**config.mk**
```make
export PLATFORM = sky130hd
export DESIGN_NAME = pipeline_hazard_ctrl
export DESIGN_NICKNAME = d
export VERILOG_FILES = /design/src/rtl/pipeline_hazard_ctrl.sv
export SDC_FILE = /design/constraint.sdc
export NUM_CORES = 1
export LEC_CHECK = 0
export ABC_AREA = 1
export BUFFER_PORTS_ARGS = -buffer_cell sky130_fd_sc_hd__clkbuf_2
export CELL_PAD_IN_SITES_DETAIL_PLACEMENT = 1
export CELL_PAD_IN_SITES_GLOBAL_PLACEMENT = 2
export CORE_MARGIN = 10
export CORE_UTILIZATION = 30
export DETAILED_ROUTE_END_ITERATION = 10
export PLACE_DENSITY = 0.8
export SYNTH_ARGS = -nofsm -noshare
export SYNTH_HDL_FRONTEND = slang
export SYNTH_SLANG_ARGS = --single-unit
```
**constraint.sdc**
```tcl
create_clock -name clk -period 3 [get_ports clk]
set_input_delay 0.15 -clock clk [delete_from_list [all_inputs] [get_ports clk]]
set_output_delay 0.15 -clock clk [all_outputs]
set_load 0.01 [all_outputs]
```
**src/rtl/pipeline_hazard_ctrl.sv**
```systemverilog
// pipeline_hazard_ctrl
//   Freeze/flush sequencer for the five pipeline registers (PC, IF/ID, ID/EX, EX/MEM, MEM/WB).
//   It detects RAW hazards in ID, applies taken-branch flushes and runs the multi-cycle
//   data-memory handshake. It also keeps saturating stall and flush counters.
//
// Parameters
//   CNT_W    width of o_stall_count / o_flush_count
//   TIMEOUT  MEM_WAIT cycles allowed before the access is aborted; 0 disables the timeout
//
// Ports
//   clk, rst            clock (rising edge); asynchronous active-high reset
//   i_id_*              ID-stage source indices and use flags
//   i_exe_*, i_mem_*    EXE/MEM-stage destination, write-back and load flags
//   i_fwd_en            forwarding unit present: only load-use hazards stall
//   i_branch_taken      EXE-stage branch resolved taken
//   i_mem_access        MEM-stage instruction reads or writes data memory
//   i_mem_ready         single-cycle completion pulse from data memory
//   o_*_freeze/_flush   stage register hold / clear controls
//   o_mem_start         single-cycle request to data memory
//   o_mem_timeout_err   sticky timeout flag, cleared only by rst
//   o_stall_count       cycles with o_pc_freeze=1 (saturating)
//   o_flush_count       branch flushes applied (saturating)

module pipeline_hazard_ctrl #(
    parameter int unsigned CNT_W   = 32,
    parameter int unsigned TIMEOUT = 64
) (
    input  logic             clk,
    input  logic             rst,
    input  logic [3:0]       i_id_src1,
    input  logic [3:0]       i_id_src2,
    input  logic             i_id_two_src,
    input  logic             i_id_use_src1,
    input  logic [3:0]       i_exe_dest,
    input  logic             i_exe_wb_en,
    input  logic             i_exe_mem_r_en,
    input  logic [3:0]       i_mem_dest,
    input  logic             i_mem_wb_en,
    input  logic             i_fwd_en,
    input  logic             i_branch_taken,
    input  logic             i_mem_access,
    input  logic             i_mem_ready,
    output logic             o_pc_freeze,
    output logic             o_ifid_freeze,
    output logic             o_ifid_flush,
    output logic             o_idex_freeze,
    output logic             o_idex_flush,
    output logic             o_exmem_freeze,
    output logic             o_memwb_flush,
    output logic             o_mem_start,
    output logic             o_mem_timeout_err,
    output logic [CNT_W-1:0] o_stall_count,
    output logic [CNT_W-1:0] o_flush_count
);

    // The wait counter only needs to reach TIMEOUT-1: the TIMEOUT-th wait cycle is the abort.
    localparam int unsigned WAIT_W = (TIMEOUT > 1) ? $clog2(TIMEOUT) : 1;
    localparam logic [WAIT_W-1:0] WAIT_LAST = (TIMEOUT > 0) ? WAIT_W'(TIMEOUT - 1) : '0;

    typedef enum logic [0:0] {
        StRun,
        StMemWait
    } state_e;

    state_e             r_state;
    state_e             w_state_next;
    logic [WAIT_W-1:0]  r_wait_cnt;
    logic [WAIT_W-1:0]  w_wait_cnt_next;
    logic               r_timeout_err;
    logic [CNT_W-1:0]   r_stall_cnt;
    logic [CNT_W-1:0]   r_flush_cnt;

    logic               w_src1_match;
    logic               w_src2_match;
    logic               w_hazard;
    logic               w_mem_stall;
    logic               w_mem_req;
    logic               w_timeout;
    logic               w_flush_apply;

    // With forwarding, only a load in EXE cannot be bypassed in time.
    always_comb begin
        if (i_fwd_en) begin
            w_src1_match = i_exe_wb_en && i_exe_mem_r_en && (i_id_src1 == i_exe_dest);
            w_src2_match = i_exe_wb_en && i_exe_mem_r_en && (i_id_src2 == i_exe_dest);
        end else begin
            w_src1_match = (i_exe_wb_en && (i_id_src1 == i_exe_dest)) ||
                           (i_mem_wb_en && (i_id_src1 == i_mem_dest));
            w_src2_match = (i_exe_wb_en && (i_id_src2 == i_exe_dest)) ||
                           (i_mem_wb_en && (i_id_src2 == i_mem_dest));
        end
        w_hazard = (i_id_use_src1 && w_src1_match) || (i_id_two_src && w_src2_match);
    end

    // Memory handshake next-state logic.
    always_comb begin
        w_state_next    = r_state;
        w_wait_cnt_next = r_wait_cnt;
        w_mem_stall     = 1'b0;
        w_mem_req       = 1'b0;
        w_timeout       = 1'b0;
        unique case (r_state)
            StRun: begin
                if (i_mem_access) begin
                    w_mem_req       = 1'b1;
                    w_mem_stall     = 1'b1;
                    w_state_next    = StMemWait;
                    w_wait_cnt_next = '0;
                end
            end
            StMemWait: begin
                if (i_mem_ready) begin
                    // Ready cycle: EX/MEM and MEM/WB advance, so no freeze.
                    w_state_next = StRun;
                end else if ((TIMEOUT != 0) && (r_wait_cnt == WAIT_LAST)) begin
                    w_timeout    = 1'b1;
                    w_state_next = StRun;
                end else begin
                    w_mem_stall     = 1'b1;
                    w_wait_cnt_next = r_wait_cnt + 1'b1;
                end
            end
            default: begin
                w_state_next = StRun;
            end
        endcase
    end

    // Priority: memory stall > taken branch > RAW hazard. All outputs low during reset.
    always_comb begin
        o_pc_freeze    = 1'b0;
        o_ifid_freeze  = 1'b0;
        o_ifid_flush   = 1'b0;
        o_idex_freeze  = 1'b0;
        o_idex_flush   = 1'b0;
        o_exmem_freeze = 1'b0;
        o_memwb_flush  = 1'b0;
        o_mem_start    = 1'b0;
        w_flush_apply  = 1'b0;
        if (!rst) begin
            if (w_mem_stall) begin
                // The branch stays parked in the frozen ID/EX and is seen again on release.
                o_pc_freeze    = 1'b1;
                o_ifid_freeze  = 1'b1;
                o_idex_freeze  = 1'b1;
                o_exmem_freeze = 1'b1;
                o_memwb_flush  = 1'b1;
                o_mem_start    = w_mem_req;
            end else if (i_branch_taken) begin
                o_ifid_flush  = 1'b1;
                o_idex_flush  = 1'b1;
                w_flush_apply = 1'b1;
            end else if (w_hazard) begin
                o_pc_freeze   = 1'b1;
                o_ifid_freeze = 1'b1;
                o_idex_flush  = 1'b1;
            end
        end
    end

    always_ff @(posedge clk or posedge rst) begin
        if (rst) begin
            r_state    <= StRun;
            r_wait_cnt <= '0;
        end else begin
            r_state    <= w_state_next;
            r_wait_cnt <= w_wait_cnt_next;
        end
    end

    always_ff @(posedge clk or posedge rst) begin
        if (rst) begin
            r_timeout_err <= 1'b0;
            r_stall_cnt   <= '0;
            r_flush_cnt   <= '0;
        end else begin
            if (w_timeout) begin
                r_timeout_err <= 1'b1;
            end
            if (o_pc_freeze && (r_stall_cnt != '1)) begin
                r_stall_cnt <= r_stall_cnt + 1'b1;
            end
            if (w_flush_apply && (r_flush_cnt != '1)) begin
                r_flush_cnt <= r_flush_cnt + 1'b1;
            end
        end
    end

    assign o_mem_timeout_err = r_timeout_err;
    assign o_stall_count     = r_stall_cnt;
    assign o_flush_count     = r_flush_cnt;

endmodule

```
; Word level (Yosys, flattened, before mapping)
; Cells that the tools add are included.
[op_classes]
muxes = 28
add_sub_neg = 3
bitwise_logic = 1
eq_ne = 10
n_reduce_logical = 15
[op_table]
columns = cell, count
row1 = adder 32 x 1 -> 32 bit (second input constant), 2
row2 = inequality test 32 bit (second input constant), 2
row3 = 2-to-1 mux 1 bit, 23
row4 = 2-to-1 mux 6 bit, 3
row5 = equality test 4 bit, 4
row6 = case mux 6 bit (2 select lines), 1
row7 = logical AND 1 bit, 11
row8 = adder 6 x 1 -> 6 bit (second input constant), 1
row9 = equality test 6 bit (second input constant), 1
row10 = inequality test 2 bit (second input constant), 3
row11 = logical OR 1 bit, 3
row12 = AND reduction 3 bit, 1
row13 = case mux 1 bit (2 select lines), 1
row14 = NOT 1 bit, 1
[totals]
regBits = 72
elab_cells = 62

; Longest topological paths before layout
; Gate-level depths: netlist (run 1).
[depth]
word_depth = 11
ltp_mapped = 14

; Least setup slack after synthesis (run 1)
; Ideal clock, no wire load.
[synth_path]
path_kind = input -> output
start = input rst
end = output o_pc_freeze
path_stages = 5
slack_ps = 338
path_buffers = 2
arrival_time_ps = 2512
path_cell_list = inv_1 -> nand2_1 -> nand2_2 -> buf_2 -> buf_4
[synth_between]
elab_chain_cells = 1
[synth_rtl]
columns = element, line
row1 = "start, declared", 29  ; input logic rst,
row2 = 2-to-1 mux 1 bit, -
row3 = "end, declared", 43  ; output logic o_pc_freeze,
; Every way passes these cells.

; Final worst setup path (run 1)
[layout_path]
start = register r_wait_cnt[0]
end = output o_pc_freeze
[layout_between]
elab_chain_cells = 6
[layout_rtl]
columns = element, line
row1 = "start, declared", 67  ; logic [WAIT_W-1:0] r_wait_cnt;
row2 = "start signal, assigned", 167  ; r_wait_cnt <= w_wait_cnt_next;
row3 = equality test 6 bit, 115  ; end else if ((TIMEOUT != 0) && (r_wait_cnt == WAIT_LAST)) begin
row4 = 2-to-1 mux 1 bit, 115
row5 = 2-to-1 mux 1 bit, 112  ; if (i_mem_ready) begin
row6 = case mux 1 bit (2 select lines), 102  ; unique case (r_state)
row7 = net w_mem_stall, 76  ; logic w_mem_stall;
row8 = 2-to-1 mux 1 bit, 141  ; if (w_mem_stall) begin
row9 = 2-to-1 mux 1 bit, 140  ; if (!rst) begin
; The timed path passes the listed nets, and every way through them passes these cells.

==> flow_metrics.env, run 1 <==
export IMPL_status="finished, final reports clean"
export IMPL_p_seq_share_pct=42.7
export IMPL_reg2reg_to="o_stall_count[16]$_DFFE_PP0P_"
export IMPL_rsz0062_at_grt="no"
export IMPL_path_clk_slew_ps=60
export IMPL_hold_worst_slack_ps=86.60
export IMPL_rows=45
export IMPL_irDropWorstVdd_mv=0.2807
export IMPL_start_util_pct=30.83
export IMPL_synth_area_per_cell_sq_um=7.096
export IMPL_hp_class="primary input to register"
export IMPL_max_freq_ghz=0.3709
export IMPL_ctsResizeCount=0
export IMPL_p_sw_uw=882.5
export IMPL_cell_internal_pwr_uw=1947
export IMPL_grt_pass1_vias=5000
export IMPL_synthCells=663
export IMPL_antenna_found_initial=0
export IMPL_crit_type="register to output pin"
export IMPL_finalWeightedCongestion=0.8925
export IMPL_p_leak_uw=0.002967
export IMPL_finalPower_uw=2830
export IMPL_swShare_pct=31.19
export IMPL_hpwl_um=12120
export IMPL_cts_root_buf="clkbuf_16"
export IMPL_cts_tree="yes"
export IMPL_post_cts_buffers=0
export IMPL_yosys_cell_types_count=30
export IMPL_slew_headroom_pct=34.57
export IMPL_cts_buffer_depth=2
export IMPL_setup_ws_ps=303.7
export IMPL_worst_path_max_fanout=19
export IMPL_dieArea_sq_um=21090
export IMPL_setup_viol=0
export IMPL_critPathRequiredTime_ps=2850
export IMPL_finalMaxSlewViolations=0
export IMPL_setup_tns_ps=0
export IMPL_timing_rr_start="r_wait_cnt[0]$_DFFE_PP0P_"
export IMPL_wl_per_cell_um=16.02
export IMPL_p_clk_share_pct=39.0
export IMPL_hold_end="o_mem_timeout_err$_DFFE_PP0P_"
export IMPL_pre_cts_ws_ps=624.5
export IMPL_grt_pass1_wl_um=26270
export IMPL_overflow=0
export IMPL_syn_to_final_growth_pct=20.24
export IMPL_period_share_pct=89.88
export IMPL_final_min_clock_period_ps=2696
export IMPL_worst_hold_path_num_cells=4
export IMPL_numPortBuffers=99
export IMPL_n_antenna_cell=0
export IMPL_critPathMostFrequentCell="nand2_1"
export IMPL_drtIter0Drc=198
export IMPL_tightest_slew_ps=981.5
export IMPL_mostFrequentLayoutCells="238 x nand2_1, 99 x clkbuf_2, 72 x nor2_1, 72 x dfrtp_1, 58 x nand3_1"
export IMPL_netlist_area_sq_um=4705
export IMPL_critPathSlowestCell="dfrtp_1"
export IMPL_cts_hold_buf=0
export IMPL_max_cap_viol_count=0
export IMPL_ant_nets=0
export IMPL_vias=4615
export IMPL_grt_start_max_net_pins=73
export IMPL_powerDensity_nw_per_um2=500.3
export IMPL_drive_gt1_share_pct=17.67
export IMPL_slowest_delay_ps=410
export IMPL_finClkSkew_ps=4.210
export IMPL_nNetsFinal=789
export IMPL_routed_wl_um=15620
export IMPL_drc=0
export IMPL_hold_violations=0
export IMPL_crit_path_end_kind="output pin"
export IMPL_worstSkewPairLatency_ps=340
export IMPL_ys_ff_latch=72
export IMPL_comb_power_share_pct=18.3
export IMPL_grtUsageTotal_pct=14.97
export IMPL_ys_seq_area_share_pct=38.30
export IMPL_rrSetupSlack_ps=640
export IMPL_ys_warn_count=0
export IMPL_start_kind="register"
export IMPL_htreeDepth=3
export IMPL_cts_inserted_buffers=9
export IMPL_cts_num_sinks=72
export IMPL_core_area_sq_um=15260
export IMPL_viasPerCell=4.733
export IMPL_crit_chain="ha_1 -> nand3_1 -> nor2_2 -> nand2_1 -> nand3_2 -> nand2_4 -> nand2_1 -> nand2_2 -> buf_4 -> clkbuf_2"
export IMPL_synth_fp_nets=693
export IMPL_io_pins=100
export IMPL_dieWidth_um=145.2
export IMPL_ff2ff_path_depth=11
export IMPL_cp_arrival_ps=2550
export IMPL_hp_start="i_mem_ready"
export IMPL_final_common_cell="nand2_1"
export IMPL_firstDrtPassIters=4
export IMPL_die_h_um=145.2
[power groups by stage]
stage	Combinational (uW)	Clock (uW)	Sequential [uW]
4_1_cts	538	1150	1210
3_3_place_gp	512	0	1210
3_5_place_dp	533	0	1230
2_1_floorplan	301	0	1230
5_1_grt	604	1190	1230
6_report	519	1100	1210
[per-stage QoR]
| stage | area (sq um) | cells | util, % |
|---|---|---|---|
| finish | 5657 | 975 | 37.07 |
| global route | 5657 | 975 | 37.07 |
| CTS | 5657 | 975 | 37.07 |
| detailed placement | 5356 | 959 | 35.10 |
| global placement | 5356 | 959 | 35.10 |
| floorplan | 4705 | 663 | - |
[synthesized netlist by cell type]
cell        n  area, sq um
a21oi_1     3        15.01
buf_1       1        3.750
buf_2       5        25.02
buf_4       5        37.54
buf_6       5        56.30
dfrtp_1    72         1802
ha_1        3        37.54
inv_1      57        214.0
inv_4       1        6.260
nand2_1   238        893.4
nand2_2     1        6.260
nand2_4     3        33.78
nand2b_4    1        13.76
nand3_1    58        290.3
nand3_2     2        20.02
nand3b_1    4        30.03
nand4_1    20        125.1
nand4_2     1        12.51
nor2_1     72        270.3
nor2_2      8        50.05
nor2_4      1        11.26
nor3_1     22        110.1
nor3_4      1        16.27
nor4_1      3        18.77
o21a_1      2        15.01
o21ai_0     9        45.04
o21ai_1     6        30.03
o21bai_1    1        7.510
xnor2_1    21        183.9
xor2_1     37        324.1
[logic make-up (layout without fill, tap and decap cells)]
group,count (synthesis),after routing,share of synthesized area (%)
compound gates,21,21,2.393
xor+xnor,58,58,10.80
fa+ha+maj,3,3,0.7980
buf+inv,74,175,7.287
flops,72,72,38.30
simple gates,435,435,40.43
[area by class of cell]
cell class	instances	area (sq um)
sequential	72	1802
tap	211	264.0
clock inverter	3	40.04
inverter	58	220.2
timing repair buffer	101	510.5
clock buffer	13	260.3
multi-input combinational	517	2560
fill	1968	9602
[sequential cells by signal (all words and copies together) (netlist names)]
signal / count
o_stall_count: 32
r_state: 1
r_wait_cnt: 6
o_flush_count: 32
o_mem_timeout_err: 1
[layer usage]
layer | GRT usage, % | share of wire (%)
met5 | 0 | 0
met4 | 3.387 | 1.2
met3 | 4.315 | 3.7
met2 | 25.73 | 50
met1 | 18.06 | 45
[critical path: cells and delay by family (launching register included)]
family / cells / cell delay (ps)
simple gates: 7 / 1010
flops: 1 / 410
fa+ha+maj: 1 / 240
buf+inv: 2 / 510
[worst max path at each step]
stage,depth (start not counted),slack (ps),endpoint,start
finish,10,300,o_pc_freeze,r_wait_cnt[0]$_DFFE_PP0P_
global route,10,90,o_pc_freeze,r_wait_cnt[0]$_DFFE_PP0P_
CTS,10,260,o_pc_freeze,r_wait_cnt[0]$_DFFE_PP0P_
detailed placement,11,620,o_stall_count[16]$_DFFE_PP0P_,r_wait_cnt[0]$_DFFE_PP0P_
global placement,10,720,o_pc_freeze,r_wait_cnt[0]$_DFFE_PP0P_
floorplan,5,340,o_pc_freeze,rst
Note: power is estimated with default switching activity, not from simulation.
==> run 2: changes to the inputs <==
--- a/config.mk
+++ b/config.mk
@@ -7,10 +7,8 @@
 export LEC_CHECK = 0
 export ABC_AREA = 1
 export BUFFER_PORTS_ARGS = -buffer_cell sky130_fd_sc_hd__clkbuf_2
-export CELL_PAD_IN_SITES_DETAIL_PLACEMENT = 1
-export CELL_PAD_IN_SITES_GLOBAL_PLACEMENT = 2
 export CORE_MARGIN = 10
-export CORE_UTILIZATION = 30
+export CORE_UTILIZATION = 55
 export DETAILED_ROUTE_END_ITERATION = 10
 export PLACE_DENSITY = 0.8
 export SYNTH_ARGS = -nofsm -noshare
==> run 2 against run 1 <==
Effect of this change:
- maximum frequency increased by 5.0%
- count of clock-buffer cells in the layout decreased by 2
- sequential share of layout area increased by 1.2 points
- critical path depth unchanged
- setup slack improved by 130 ps
- critical endpoint unchanged
- largest power group unchanged
==> flow_metrics.env, run 2 (synthesized netlist as in run 1, its figures left out) <==
export IMPL_status="finished, final reports clean"
export IMPL_critPathSlowestCell="dfrtp_1"
export IMPL_die_h_um=112.5
export IMPL_dieArea_sq_um=12650
export IMPL_setup_viol=0
export IMPL_wl_per_cell_um=14.51
export IMPL_dieWidth_um=112.5
export IMPL_critPathRequiredTime_ps=2850
export IMPL_rows=33
export IMPL_syn_to_final_growth_pct=15.74
export IMPL_slowest_delay_ps=410
export IMPL_comb_power_share_pct=19.6
export IMPL_htreeDepth=3
export IMPL_io_pins=100
export IMPL_ff2ff_path_depth=12
export IMPL_core_area_sq_um=8258
export IMPL_cts_num_sinks=72
export IMPL_hold_violations=0
export IMPL_cell_internal_pwr_uw=1748
export IMPL_worst_path_buf_inv=2
export IMPL_p_seq_share_pct=46.5
export IMPL_grt_pass1_wl_um=21300
export IMPL_n_antenna_cell=0
export IMPL_setup_tns_ps=0
export IMPL_grtUsageTotal_pct=19.86
export IMPL_max_cap_viol_count=0
export IMPL_finClkSkew_ps=11.27
export IMPL_crit_chain="ha_1 -> nand3_1 -> nor2_2 -> nand2_1 -> nand3_2 -> nand2_4 -> nand2_1 -> nand2_2 -> buf_4 -> clkbuf_2"
export IMPL_grt_pass1_vias=4605
export IMPL_cts_hold_buf=0
export IMPL_start_util_pct=56.97
export IMPL_finalMaxSlewViolations=0
export IMPL_mostFrequentLayoutCells="238 x nand2_1, 99 x clkbuf_2, 72 x nor2_1, 72 x dfrtp_1, 58 x nand3_1"
export IMPL_drtIter0Drc=278
export IMPL_reg2reg_to="o_flush_count[13]$_DFFE_PP0P_"
export IMPL_cts_tree="yes"
export IMPL_grt_start_max_net_pins=73
export IMPL_highest_layer="met4"
export IMPL_cts_inserted_buffers=9
export IMPL_finalWeightedCongestion=0.9358
export IMPL_ctsResizeCount=0
export IMPL_final_common_cell="nand2_1"
export IMPL_crit_end="o_pc_freeze"
export IMPL_ant_nets=0
export IMPL_p_leak_uw=0.002923
export IMPL_crit_family="simple AND/OR/NAND/NOR gates"
export IMPL_dp_cells=853
export IMPL_max_freq_ghz=0.3893
export IMPL_drive_gt1_share_pct=17.80
export IMPL_p_clk_share_pct=33.9
export IMPL_m1WireLength_um=5235
export IMPL_swShare_pct=32.30
export IMPL_powerDensity_nw_per_um2=474.1
export IMPL_firstDrtPassIters=4
export IMPL_nNetsFinal=789
export IMPL_final_min_clock_period_ps=2569
export IMPL_wl_met2_um=6265
export IMPL_drc=0
export IMPL_routed_wl_um=12610
export IMPL_hpwl_um=9485
export IMPL_worstSkewPairLatency_ps=360
export IMPL_timing_rr_start="r_wait_cnt[0]$_DFFE_PP0P_"
export IMPL_crit_type="register to output pin"
export IMPL_cp_depth=10
export IMPL_p_sw_uw=833.7
export IMPL_numPortBuffers=99
export IMPL_viasPerCell=5.305
export IMPL_irDropWorstVdd_mv=0.3230
export IMPL_rrSetupSlack_ps=810
export IMPL_cts_buffer_depth=2
export IMPL_startpoint="r_wait_cnt[0]$_DFFE_PP0P_"
export IMPL_critPathMostFrequentCell="nand2_1"
export IMPL_fin_cells=869
export IMPL_path_clk_slew_ps=80
export IMPL_period_share_pct=85.63
export IMPL_start_kind="register"
export IMPL_crit_path_end_kind="output pin"
export IMPL_slew_headroom_pct=39.52
export IMPL_cp_arrival_ps=2420
export IMPL_worst_path_max_fanout=19
export IMPL_overflow=0
export IMPL_wl_met3_um=843
export IMPL_tightest_slew_ps=907.1
export IMPL_hp_class="primary input to register"
export IMPL_post_cts_buffers=0
export IMPL_antenna_found_initial=0
export IMPL_cts_root_buf="clkbuf_8"
export IMPL_rsz0062_at_grt="no"
export IMPL_vias=4610
[run 2: layout make-up]
class,instances,area (sq um)
Clock buffer,11,141.4
Inverter,58,220.2
Tap cell,105,131.4
Clock inverter,5,80.08
Timing Repair Buffer,101,510.5
Fill cell,763,2813
Multi-Input combinational cell,517,2560
Sequential cell,72,1802
[run 2: worst reg2reg max path, stage by stage (launching register included)]
cell     delay (ps)
dfrtp_1         390
ha_1            200
nand3_1         120
nor2_2          110
nand2_1          90
nand3_2         100
nand2_4         100
nor3_4          200
nand2_4         260
inv_4           310
nand2_1          90
nand2_1          70
nand2_1          50
[run 2: how the worst min path moves through the flow]
stage                            from  slack (ps)                            end  cells after the start
final                     i_mem_ready          90  o_mem_timeout_err$_DFFE_PP0P_                      4
after global routing      i_mem_ready         110  o_mem_timeout_err$_DFFE_PP0P_                      4
after CTS                 i_mem_ready         100  o_mem_timeout_err$_DFFE_PP0P_                      4
after detailed placement  i_mem_ready         470  o_mem_timeout_err$_DFFE_PP0P_                      4
after global placement    i_mem_ready         450  o_mem_timeout_err$_DFFE_PP0P_                      4
after floorplan                   rst         330                   o_ifid_flush                      1
[run 2: power groups by stage]
stage / registers (uW) / clock network [uW] / logic, uW
after floorplan: 1230 / 0 / 301
after global placement: 1210 / 0 / 493
after detailed placement: 1220 / 0 / 514
after CTS: 1200 / 890 / 517
after global routing: 1220 / 940 / 578
final: 1200 / 874 / 506
[run 2: through the flow]
| stage | hold WS (ps) | instance area [sq um] | power, uW | setup slack (ps) | utilization (%) |
|---|---|---|---|---|---|
| finish | 89.00 | 5445 | 2581 | 431.2 | 65.94 |
| global route | 112.2 | 5445 | 2734 | 284.1 | 65.94 |
| CTS | 95.51 | 5445 | 2606 | 436.0 | 65.94 |
| detailed placement | 470.6 | 5224 | 1732 | 782.0 | 63.26 |
| global placement | 445.4 | 5224 | 1707 | 878.8 | 63.26 |
| floorplan | 333.1 | 4705 | 1528 | 338.4 | - |
[run 2: layer usage]
| layer | track usage (%) | vias to the layer above |
|---|---|---|
| met1 | 23.30 | 2135 |
| met2 | 33.95 | 156 |
| met3 | 5.431 | 32 |
| li1 | - | 2287 |
| met5 | 0 | - |
| met4 | 7.191 | 0 |
